===== src/rtl/uart_cmd_bridge_pkg.sv =====
// Shared command/response codes, FSM state encoding and byte-lane helper for
// the UART command bridge.
package uart_bridge_pkg;

  localparam logic [7:0] CMD_WR  = 8'h57;
  localparam logic [7:0] CMD_RD  = 8'h52;
  localparam logic [7:0] RSP_OK  = 8'h4B;
  localparam logic [7:0] RSP_ERR = 8'h45;
  localparam logic [7:0] RSP_BAD = 8'h3F;

  typedef enum logic [2:0] {
    ST_IDLE,
    ST_GET_ADDR,
    ST_GET_DATA,
    ST_BUS,
    ST_SEND
  } state_e;

  // Little-endian byte lane select: lane 0 is bits [7:0].
  function automatic logic [7:0] byte_sel(input logic [31:0] word, input logic [1:0] idx);
    return word[{idx, 3'b000} +: 8];
  endfunction

endpackage


===== src/rtl/uart_cmd_bridge_if.sv =====
// Bundles the RX FIFO, TX FIFO and register-bus signals seen by the bridge.
// master = bridge side, slave = UART/bus environment side.
interface uart_cmd_bridge_if;
  logic        rx_empty;
  logic [7:0]  r_data;
  logic        rd_uart;
  logic        rx_fifo_flush_enable;
  logic        tx_full;
  logic        wr_uart;
  logic [7:0]  w_data;
  logic        bus_req;
  logic        bus_we;
  logic [7:0]  bus_addr;
  logic [31:0] bus_wdata;
  logic [31:0] bus_rdata;
  logic        bus_ack;

  modport master (
    input  rx_empty, r_data, tx_full, bus_rdata, bus_ack,
    output rd_uart, rx_fifo_flush_enable, wr_uart, w_data,
           bus_req, bus_we, bus_addr, bus_wdata
  );

  modport slave (
    output rx_empty, r_data, tx_full, bus_rdata, bus_ack,
    input  rd_uart, rx_fifo_flush_enable, wr_uart, w_data,
           bus_req, bus_we, bus_addr, bus_wdata
  );
endinterface


===== src/rtl/uart_cmd_bridge_timeout.sv =====
// Inactivity counter: cleared on request, counts while enabled and saturates
// at TIMEOUT, flagging hit_o while it sits there.
module bridge_timeout #(
  parameter int TIMEOUT = 50000,
  parameter int TO_W    = 16
) (
  input  logic clk,
  input  logic reset,
  input  logic clr_i,
  input  logic en_i,
  output logic hit_o
);

  localparam logic [TO_W-1:0] LIMIT = TO_W'(TIMEOUT);

  logic [TO_W-1:0] cnt_q, cnt_d;

  always_comb begin
    cnt_d = cnt_q;
    if (clr_i) begin
      cnt_d = '0;
    end else if (en_i && (cnt_q != LIMIT)) begin
      cnt_d = cnt_q + TO_W'(1);
    end
  end

  always_ff @(posedge clk or negedge reset) begin
    if (!reset) begin
      cnt_q <= '0;
    end else begin
      cnt_q <= cnt_d;
    end
  end

  assign hit_o = (cnt_q == LIMIT);

endmodule


===== src/rtl/uart_cmd_bridge.sv =====
// Byte-protocol command bridge: pops write/read frames from the UART RX FIFO,
// runs one register access on the req/ack bus and pushes the reply to TX.
module uart_cmd_bridge #(
  parameter int TIMEOUT = 50000,
  parameter int TO_W    = 16
) (
  input  logic               clk,
  input  logic               reset,
  uart_cmd_bridge_if.master  bif
);
  import uart_bridge_pkg::*;

  state_e      state_q, state_d;
  logic        active_q;
  logic        we_q, we_d;
  logic [7:0]  addr_q, addr_d;
  logic [31:0] wdata_q, wdata_d;
  logic [1:0]  dcnt_q, dcnt_d;
  logic [31:0] rsp_q, rsp_d;
  logic [1:0]  rsp_last_q, rsp_last_d;
  logic [1:0]  rsp_idx_q, rsp_idx_d;

  logic rd_pop;
  logic flush;
  logic to_clr;
  logic to_en;
  logic to_hit;

  bridge_timeout #(
    .TIMEOUT (TIMEOUT),
    .TO_W    (TO_W)
  ) u_timeout (
    .clk   (clk),
    .reset (reset),
    .clr_i (to_clr),
    .en_i  (to_en),
    .hit_o (to_hit)
  );

  always_comb begin
    state_d    = state_q;
    we_d       = we_q;
    addr_d     = addr_q;
    wdata_d    = wdata_q;
    dcnt_d     = dcnt_q;
    rsp_d      = rsp_q;
    rsp_last_d = rsp_last_q;
    rsp_idx_d  = rsp_idx_q;
    rd_pop     = 1'b0;
    flush      = 1'b0;

    unique case (state_q)
      // active_q keeps the pop strobe quiet while reset is held
      ST_IDLE: begin
        if (active_q && !bif.rx_empty) begin
          rd_pop = 1'b1;
          if (bif.r_data == CMD_WR) begin
            we_d    = 1'b1;
            state_d = ST_GET_ADDR;
          end else if (bif.r_data == CMD_RD) begin
            we_d    = 1'b0;
            state_d = ST_GET_ADDR;
          end else begin
            rsp_d      = {24'h0, RSP_BAD};
            rsp_last_d = 2'd0;
            rsp_idx_d  = 2'd0;
            state_d    = ST_SEND;
          end
        end
      end

      ST_GET_ADDR: begin
        if (to_hit) begin
          flush   = 1'b1;
          state_d = ST_IDLE;
        end else if (!bif.rx_empty) begin
          rd_pop = 1'b1;
          addr_d = bif.r_data;
          if (we_q) begin
            dcnt_d  = 2'd0;
            state_d = ST_GET_DATA;
          end else begin
            state_d = ST_BUS;
          end
        end
      end

      ST_GET_DATA: begin
        if (to_hit) begin
          flush   = 1'b1;
          state_d = ST_IDLE;
        end else if (!bif.rx_empty) begin
          rd_pop                       = 1'b1;
          wdata_d[{dcnt_q, 3'b000} +: 8] = bif.r_data;
          dcnt_d                       = dcnt_q + 2'd1;
          if (dcnt_q == 2'd3) begin
            state_d = ST_BUS;
          end
        end
      end

      // ack takes priority over a timeout landing in the same cycle
      ST_BUS: begin
        if (bif.bus_ack) begin
          if (we_q) begin
            rsp_d      = {24'h0, RSP_OK};
            rsp_last_d = 2'd0;
          end else begin
            rsp_d      = bif.bus_rdata;
            rsp_last_d = 2'd3;
          end
          rsp_idx_d = 2'd0;
          state_d   = ST_SEND;
        end else if (to_hit) begin
          rsp_d      = {24'h0, RSP_ERR};
          rsp_last_d = 2'd0;
          rsp_idx_d  = 2'd0;
          state_d    = ST_SEND;
        end
      end

      ST_SEND: begin
        if (!bif.tx_full) begin
          if (rsp_idx_q == rsp_last_q) begin
            rsp_idx_d = 2'd0;
            state_d   = ST_IDLE;
          end else begin
            rsp_idx_d = rsp_idx_q + 2'd1;
          end
        end
      end

      default: state_d = ST_IDLE;
    endcase
  end

  assign to_clr = (state_d != state_q) || rd_pop;
  assign to_en  = (state_q == ST_GET_ADDR) || (state_q == ST_GET_DATA) || (state_q == ST_BUS);

  always_ff @(posedge clk or negedge reset) begin
    if (!reset) begin
      state_q    <= ST_IDLE;
      active_q   <= 1'b0;
      we_q       <= 1'b0;
      addr_q     <= 8'h00;
      wdata_q    <= 32'h0;
      dcnt_q     <= 2'd0;
      rsp_q      <= 32'h0;
      rsp_last_q <= 2'd0;
      rsp_idx_q  <= 2'd0;
    end else begin
      state_q    <= state_d;
      active_q   <= 1'b1;
      we_q       <= we_d;
      addr_q     <= addr_d;
      wdata_q    <= wdata_d;
      dcnt_q     <= dcnt_d;
      rsp_q      <= rsp_d;
      rsp_last_q <= rsp_last_d;
      rsp_idx_q  <= rsp_idx_d;
    end
  end

  assign bif.rd_uart              = rd_pop;
  assign bif.rx_fifo_flush_enable = flush;
  assign bif.wr_uart              = (state_q == ST_SEND) && !bif.tx_full;
  assign bif.w_data               = (state_q == ST_SEND) ? byte_sel(rsp_q, rsp_idx_q) : 8'h00;
  assign bif.bus_req              = (state_q == ST_BUS);
  assign bif.bus_we               = we_q;
  assign bif.bus_addr             = addr_q;
  assign bif.bus_wdata            = wdata_q;

endmodule

===== src/flat_wrapper.sv =====
// flat-port wrapper written by rule: the top's interface ports become plain ports
module uart_cmd_bridge_flat import uart_bridge_pkg::*;
#(
  parameter int TIMEOUT = 50000,
  parameter int TO_W    = 16
)
  (clk, reset, bif_rx_empty, bif_r_data, bif_tx_full, bif_bus_rdata, bif_bus_ack, bif_rd_uart, bif_rx_fifo_flush_enable, bif_wr_uart, bif_w_data, bif_bus_req, bif_bus_we, bif_bus_addr, bif_bus_wdata);
  uart_cmd_bridge_if bif_i ();
  input  logic clk;
  input  logic reset;
  input wire logic [$bits(bif_i.rx_empty)-1:0] bif_rx_empty;
  input wire logic [$bits(bif_i.r_data)-1:0] bif_r_data;
  input wire logic [$bits(bif_i.tx_full)-1:0] bif_tx_full;
  input wire logic [$bits(bif_i.bus_rdata)-1:0] bif_bus_rdata;
  input wire logic [$bits(bif_i.bus_ack)-1:0] bif_bus_ack;
  output wire logic [$bits(bif_i.rd_uart)-1:0] bif_rd_uart;
  output wire logic [$bits(bif_i.rx_fifo_flush_enable)-1:0] bif_rx_fifo_flush_enable;
  output wire logic [$bits(bif_i.wr_uart)-1:0] bif_wr_uart;
  output wire logic [$bits(bif_i.w_data)-1:0] bif_w_data;
  output wire logic [$bits(bif_i.bus_req)-1:0] bif_bus_req;
  output wire logic [$bits(bif_i.bus_we)-1:0] bif_bus_we;
  output wire logic [$bits(bif_i.bus_addr)-1:0] bif_bus_addr;
  output wire logic [$bits(bif_i.bus_wdata)-1:0] bif_bus_wdata;
  assign bif_i.rx_empty = bif_rx_empty;
  assign bif_i.r_data = bif_r_data;
  assign bif_i.tx_full = bif_tx_full;
  assign bif_i.bus_rdata = bif_bus_rdata;
  assign bif_i.bus_ack = bif_bus_ack;
  assign bif_rd_uart = bif_i.rd_uart;
  assign bif_rx_fifo_flush_enable = bif_i.rx_fifo_flush_enable;
  assign bif_wr_uart = bif_i.wr_uart;
  assign bif_w_data = bif_i.w_data;
  assign bif_bus_req = bif_i.bus_req;
  assign bif_bus_we = bif_i.bus_we;
  assign bif_bus_addr = bif_i.bus_addr;
  assign bif_bus_wdata = bif_i.bus_wdata;
  uart_cmd_bridge #(.TIMEOUT(TIMEOUT), .TO_W(TO_W)) u_core (.clk(clk), .reset(reset), .bif(bif_i));
endmodule

===== config.mk =====
export PLATFORM = sky130hd
export DESIGN_NAME = uart_cmd_bridge_flat
export DESIGN_NICKNAME = d
export VERILOG_FILES = /design/src/rtl/uart_cmd_bridge_pkg.sv /design/src/rtl/uart_cmd_bridge_if.sv /design/src/rtl/uart_cmd_bridge_timeout.sv /design/src/rtl/uart_cmd_bridge.sv /design/src/flat_wrapper.sv
export SDC_FILE = /design/constraint.sdc
export NUM_CORES = 1
export LEC_CHECK = 0
export BUFFER_PORTS_ARGS = -buffer_cell sky130_fd_sc_hd__buf_2
export CAP_MARGIN = 40
export CELL_PAD_IN_SITES_DETAIL_PLACEMENT = 1
export CELL_PAD_IN_SITES_GLOBAL_PLACEMENT = 1
export CORE_UTILIZATION = 42
export DETAILED_ROUTE_END_ITERATION = 10
export GPL_TIMING_DRIVEN = 1
export HOLD_SLACK_MARGIN = 0.06
export PLACE_DENSITY_LB_ADDON = 0.1
export SYNTH_ARGS = -nofsm -noshare
export SYNTH_HDL_FRONTEND = slang
export SYNTH_HIERARCHICAL = 1
export SYNTH_SLANG_ARGS = --single-unit

===== constraint.sdc =====
create_clock -name clk -period 3.2 [get_ports clk]
set_clock_uncertainty 0.05 [all_clocks]
set_input_delay 0.32 -clock clk [delete_from_list [all_inputs] [get_ports clk]]
set_output_delay 0.32 -clock clk [all_outputs]
set_load 0.005 [all_outputs]

==> impl_metrics.csv, run 1 <==
group,metric,value,unit
setup_path,cp.required,3410,ps
sta,fin_ws,313.8,ps
synth,synth_adder_area_share,2.127,%
sta,maxSlewViolCount,0,
placed_design,hpwl,8883,µm
global_route,antenna_found_initial,0,
synth,syn_avg_cell_area,10.32,µm²
setup_path,crit_type,"reg2reg",
clocking,post_cts_resize_count,0,
setup_path,cp_top_family,"simple AND/OR/NAND/NOR gates",
clocking,cts_max_level,3,
floorplanning,dieArea,0.01163,mm²
power_and_ir_drop,peakVddDrop,261.6,µV
global_route,grt_max_degree,55,
final_layout,multiInputGateArea,0.002091,mm²
floorplanning,core_area,0.01089,mm²
placed_design,port_buffers,97,
setup_path,crit_chain,"or4b_4 > nor4_4 > nor2_1 > nand2_1 > a221oi_1 > nor2b_1 > o31a_1 > nor2_1 > mux2_4",
synth,synth_xor_area_share,1.861,%
synth,syn_area,0.004706,mm²
sta,final.setup.tns,0,ps
drt,viasPerCell,5.451,
synth,ys_warn_count,6,
clocking,cts_tree,"done",
sta,setup_violations,0,
hold_path,min_path_type,"in2reg",
synth,synth-simple-area-share,19.62,%
floorplanning,dieHeight,107.9,µm
synth,synth_edf_count,0,
setup_path,cp_slowest_stage_delay,550,ps
clocking,clkSinkCount,98,
synth,yosys.cell_types.count,58,
power_and_ir_drop,p_per_area,496.6,mW/mm²
setup_path,crit_top_cell,"nor2_1",
outcome,outcome,"finished clean",
synth,synthMuxAreaShare,6.275,%
sta,rsz0062_at_grt,"no",
floorplanning,ios,98,
final_layout,antennaDiodeCount,0,
setup_path,crit_arrival,3090,ps
placed_design,dp_slack,307.2,ps
floorplanning,start_util,43.22,%
sta,post-route-period-util,90.19,%
sta,holdWs,105.1,ps
power_and_ir_drop,p_leak,2.568,nW
sta,maxSlewHeadroom,46.10,%
synth,synth.net_count,509,
setup_path,slowest_stage,"or4b_4",
clocking,ctsHoldBuffers,1,
synth,async_reset_ff_share,100.0,%
drt,route.detailed.drc,0,
floorplanning,die_x,107.9,µm
clocking,cts_buffers,9,
floorplanning,num_rows,38,
sta,worstMarginPinSlew,802.4,ps
drt,first_pass_iters,5,
synth,ys.flop_type,"dfrtp_1",
clocking,clk_latency,380,ps
synth,synth_compound_area_share,14.41,%
global_route,grtUsageTotal,23.40,%
synth,synth_top_family_by_area,"simple AND/OR/NAND/NOR gates",
setup_path,cp-end-kind,"flop",
clocking,clk_pin_slew,90,ps
clocking,postCtsSetupRepairBufs,0,
global_route,grt_pass1_wl,20580,µm
drt,routedWlPerCell,17.79,µm
global_route,grt_overflow,0,
sta,finalCriticalPeriod,2886,ps
drt,drtIter0Drc,173,
setup_path,path_buf_inv,0,
final_layout,fillers,1269,
power_and_ir_drop,total_power,0.002746,W
setup_path,cp_max_fo,12,
drt,routed_wirelength,12440,µm
final_layout,drive_gt1_share,25.22,%
sta,fmax,346.5,MHz
setup_path,ff2ff_path_depth,9,
drt,vias,3810,
synth,ys_ff_latch,98,
setup_path,startpoint_type,"flop",
synth,synthCells,456,
setup_path,rrSetupSlack,310,ps
global_route,grt_pass1_vias,3857,
final_layout,final_nets,608,
clocking,clockBufferDepth,2,
final_layout,seq_area,0.002452,mm²
final_layout,area_delta_synth_final,17.52,%
clocking,clockRootBuffer,"clkbuf_8",
sta,finalHoldViolCount,0,
flow_run,maxCapViolCount,0,
synth,yosysSeqAreaShare,52.11,%
drt,ant_nets,0,
hold_path,hold_depth,2,
setup_path,cp.depth,9,
placed_design,gp_congestion,0.7904,
## worst register-to-register path, cell delays in order (launching register included)
cell,delay (ps)
dfrtp_1,450
or4b_4,550
nor4_4,410
nor2_1,170
nand2_1,120
a221oi_1,80
nor2b_1,150
o31a_1,420
nor2_1,90
mux2_4,280
## logic make-up after synthesis
group / count (synthesis)
flip-flops: 98
AO/OA/AOI/OAI: 108
adder cells (fa/ha/maj): 8
XOR/XNOR: 10
AND/OR/NAND/NOR: 181
other: 1
buffers and inverters: 32
multiplexers: 18
## metal layers
metal / vias up / wire length (µm) / share of wire, % / global-route usage (%)
met5: - / 0 / 0 / 0
met2: 82 / 5686 / 46 / 34.52
li1: 1803 / - / - / -
met1: 1909 / 5989 / 48 / 33.36
met3: 16 / 599 / 4.8 / 6.477
met4: 0 / 160 / 1.3 / 6.849
## path summary, 6_finish.rpt
| path | from | to |
|---|---|---|
| worst max-delay path | u_core/u_timeout/cnt_q[3] | u_core/u_timeout/cnt_q[0] |
| worst min-delay path | bif_bus_rdata[13] | u_core/rsp_q[13] |
| worst max register to register | u_core/u_timeout/cnt_q[3] | u_core/u_timeout/cnt_q[0] |
| worst min register to register | u_core/bif.bus_wdata[4] | u_core/bif.bus_wdata[4] |
| max in group asynchronous | reset | u_core/rsp_q[25] |
| min in group asynchronous | reset | u_core/u_timeout/cnt_q[1] |
## synth_stat cells, drive strengths merged (5+ instances only)
cell	n	area [µm²]
a21oi	22	110.1
a22o	26	227.7
buf	8	73.82
clkbuf	12	45.04
dfrtp	98	2452
ha	8	100.1
inv	11	41.29
mux2	9	105.1
mux4	8	180.2
nand2	88	346.6
nand3	10	55.05
nand4	6	37.54
nor2	23	86.33
nor2b	14	90.09
nor3	6	35.03
o21ai	47	235.2
or3	5	31.28
xnor2	6	52.55
## state kept, by name, indices dropped and copies added (netlist names)
| signal | cells |
|---|---|
| u_core/bif.bus_wdata | 32 |
| u_core/rsp_q | 32 |
| u_core/u_timeout/cnt_q | 16 |
| u_core/bif.bus_addr | 8 |
| u_core/state_q | 3 |
| u_core/dcnt_q | 2 |
| u_core/rsp_idx_q | 2 |
| u_core/active_q | 1 |
| u_core/bif.bus_we | 1 |
| u_core/rsp_last_q | 1 |
## layout by cell type (no fill, tap or decap), drive strengths merged, types with 4 or more instances in the layout
master,instances
xor2,4
or3,5
ha,8
o21ai,47
mux2,9
inv,12
nand3,10
nand4,6
and3,4
a22o,26
nor3,6
mux4,8
clkbuf,11
xnor2,6
nand2b,4
nor2b,14
buf,107
dfrtp,98
a21oi,22
nor2,23
nor4,4
nand2,88
## power by group
group          total, W  switching (W)  internal, W
Combinational  0.000568       0.000336     0.000232
Sequential      0.00139      0.0000721      0.00132
Clock          0.000785       0.000426     0.000360
Total           0.00275       0.000834      0.00191
## through the flow
stage / cells / cell area (µm²) / util (%)
6_report: 699 / 5530 / 50.79
5_1_grt: 699 / 5530 / 50.79
4_1_cts: 699 / 5530 / 50.79
3_5_place_dp: 683 / 5338 / 49.02
3_3_place_gp: 682 / 5333 / 48.98
2_1_floorplan: 456 / 4706 / -
## layout make-up
type	count	share of cell area [%]
Inverter	12	0.8371
Clock inverter	4	0.9276
Clock buffer	11	2.376
Tap cell	140	3.167
Timing Repair Buffer	108	10.54
Sequential cell	98	44.34
Multi-Input combinational cell	326	37.81
No activity file was read; power rests on OpenSTA's default activity.
==> inputs of run 2 (changes only) <==
==> constraint.sdc (replaced) <==
create_clock -name clk -period 2.8 [get_ports clk]
set_clock_uncertainty 0.05 [all_clocks]
set_input_delay 0.28 -clock clk [delete_from_list [all_inputs] [get_ports clk]]
set_output_delay 0.28 -clock clk [all_outputs]
set_load 0.005 [all_outputs]
==> impl_metrics.csv, run 2 (synthesis gave the netlist of run 1 again) <==
group,metric,value,unit
setup_path,cp-end-kind,"primary output",
drt,ant_nets,0,
global_route,grt_pass1_vias,4029,
floorplanning,die_x,107.9,µm
setup_path,cp.required,2470,ps
setup_path,cp_max_fo,3,
drt,drtIter0Drc,130,
drt,first_pass_iters,4,
sta,maxSlewHeadroom,60.99,%
sta,finalCriticalPeriod,2707,ps
sta,fmax,369.4,MHz
drt,routedWlPerCell,16.81,µm
global_route,grtUsageTotal,22.63,%
clocking,clockBufferDepth,2,
floorplanning,num_rows,38,
setup_path,crit_arrival,2380,ps
global_route,antenna_found_initial,0,
clocking,cts_buffers,9,
clocking,clockRootBuffer,"clkbuf_8",
power_and_ir_drop,combPwrFrac,21.6,%
sta,rsz0062_at_grt,"yes",
floorplanning,core_area,0.01089,mm²
global_route,grt_pass1_wl,19980,µm
power_and_ir_drop,power.net_switching,0.0009611,W
final_layout,final_nets,628,
power_and_ir_drop,p_per_area,544.4,mW/mm²
clocking,clk_pin_slew,90,ps
setup_path,rr_endpoint,"u_core/u_timeout/cnt_q[14]",
placed_design,gp_congestion,0.7913,
final_layout,finalInstanceArea,0.005713,mm²
setup_path,r2r-start,"u_core/u_timeout/cnt_q[11]",
hold_path,min_path_type,"in2reg",
power_and_ir_drop,peakVddDrop,281.0,µV
setup_path,rrSetupSlack,150,ps
final_layout,layout.cells.non_filler,720,
sta,setup_violations,0,
floorplanning,dieArea,0.01163,mm²
sta,worstMarginPinSlew,585.1,ps
outcome,outcome,"finished clean",
clocking,cts_max_level,3,
drt,vias,3871,
placed_design,port_buffers,97,
floorplanning,dieHeight,107.9,µm
drt,routed_wirelength,12100,µm
power_and_ir_drop,p_seq_share,51.0,%
final_layout,layout_commonest_cell,"buf_2",
power_and_ir_drop,intPower,0.002149,W
global_route,grt_overflow,0,
setup_path,crit_type,"reg2out",
drt,viasPerCell,5.376,
sta,finalHoldViolCount,0,
final_layout,antennaDiodeCount,0,
sta,maxSlewViolCount,0,
final_layout,area_delta_synth_final,21.40,%
final_layout,drive_gt1_share,28.28,%
drt,route.detailed.drc,0,
clocking,cts_tree,"done",
power_and_ir_drop,pwr-share-clk,27.5,%
power_and_ir_drop,p_sw_share,30.90,%
setup_path,critPathCapture,"bif_rd_uart",
power_and_ir_drop,p_leak,2.669,nW
floorplanning,ios,98,
placed_design,dpl-instance-area,0.005408,mm²
global_route,grt_max_degree,46,
final_layout,layout_common_cells,"96 x buf_2, 95 x dfrtp_1, 85 x nand2_1",
flow_run,maxCapViolCount,0,
clocking,clkSinkCount,98,
setup_path,critPathLaunch,"u_core/u_timeout/cnt_q[11]",
clocking,clk_latency,370,ps
sta,post-route-period-util,96.68,%
placed_design,hpwl,8955,µm
setup_path,ff2ff_path_depth,10,
floorplanning,start_util,43.22,%
placed_design,numPlacedInstances,692,
setup_path,startpoint_type,"flop",
==> run 2: cell types whose count changed in the layout (fill, tap and decap cells not counted), sizes merged <==
cell,previous run,this run
bufinv,1,0
buf,107,122
dlygate4sd3,1,6
clkinv,2,4
==> run 2: how the worst min path moves through the flow <==
| stage | from | slack, ps | to | cells after the start |
|---|---|---|---|---|
| 2_1_floorplan | reset | -70 | u_core/active_q | 0 |
| 3_3_place_gp | reset | 270 | u_core/bif.bus_wdata[6] | 1 |
| 5_1_grt | bif_bus_rdata[14] | 60 | u_core/rsp_q[14] | 2 |
| 3_5_place_dp | reset | 270 | u_core/bif.bus_wdata[1] | 1 |
| 6_report | bif_bus_rdata[25] | 70 | u_core/rsp_q[25] | 2 |
| 4_1_cts | bif_bus_rdata[7] | 60 | u_core/rsp_q[7] | 2 |
==> run 2: per-stage QoR <==
stage | utilization, % | TNS (ps) | total power (W) | setup WS [ps] | hold WS [ps]
after floorplan | - | 0 | 0.001973 | 38.37 | -65.59
after global placement | 49.67 | 0 | 0.002252 | 260.5 | 270.6
after detailed placement | 49.67 | 0 | 0.002277 | 162.1 | 271.3
after CTS | 52.21 | 0 | 0.003144 | 9.918 | 61.77
after global routing | 52.47 | -73.17 | 0.003295 | -45.27 | 60.09
final | 52.47 | 0 | 0.003110 | 92.87 | 73.10
==> run 2: final cells by class <==
class                           count  area, µm²
Clock buffer                       11      141.4
Clock inverter                      5      38.79
Fill cell                        1234       5175
Inverter                           12      46.29
Multi-Input combinational cell    326       2103
Sequential cell                    98       2456
Tap cell                          140      175.2
Timing Repair Buffer              128      752.0
==> run 2: metal layers <==
metal | share of wire [%] | track usage, % | wire, µm | vias to the layer above
li1 | - | - | - | 1848
met1 | 45 | 29.52 | 5414 | 1905
met2 | 50 | 37.32 | 6019 | 98
met3 | 3.7 | 3.450 | 450 | 20
met4 | 1.8 | 9.785 | 216 | 0
met5 | 0 | 0 | 0 | -
==> run 2: repair_timing <==
item | in CTS | in global routing
hold buffers | 5 | 1
pin swaps | 2 | 1
buffers inserted | 6 | 0
cloned | 0 | 0
endpoints found under the hold margin | 47 | 1
gates resized for setup | 1 | 7
endpoints found under the setup margin | 1 | 42
==> run 2: critical path, cell delays in order (launching register included) <==
cell and delay (ps):
dfrtp_1 380, or4bb_1 550, nor4_4 340, buf_4 170, nor2b_1 40, a21oi_1 110, nor2_1 50, a21oi_1 160
nor3_1 60, buf_2 140
==> run 2: power groups by stage <==
stage	clock [W]	combinational, W	sequential [W]
2_1_floorplan	0	0.000368	0.00160
3_3_place_gp	0	0.000642	0.00161
3_5_place_dp	0	0.000660	0.00162
4_1_cts	0.000886	0.000670	0.00159
5_1_grt	0.000941	0.000751	0.00160
6_report	0.000854	0.000670	0.00159
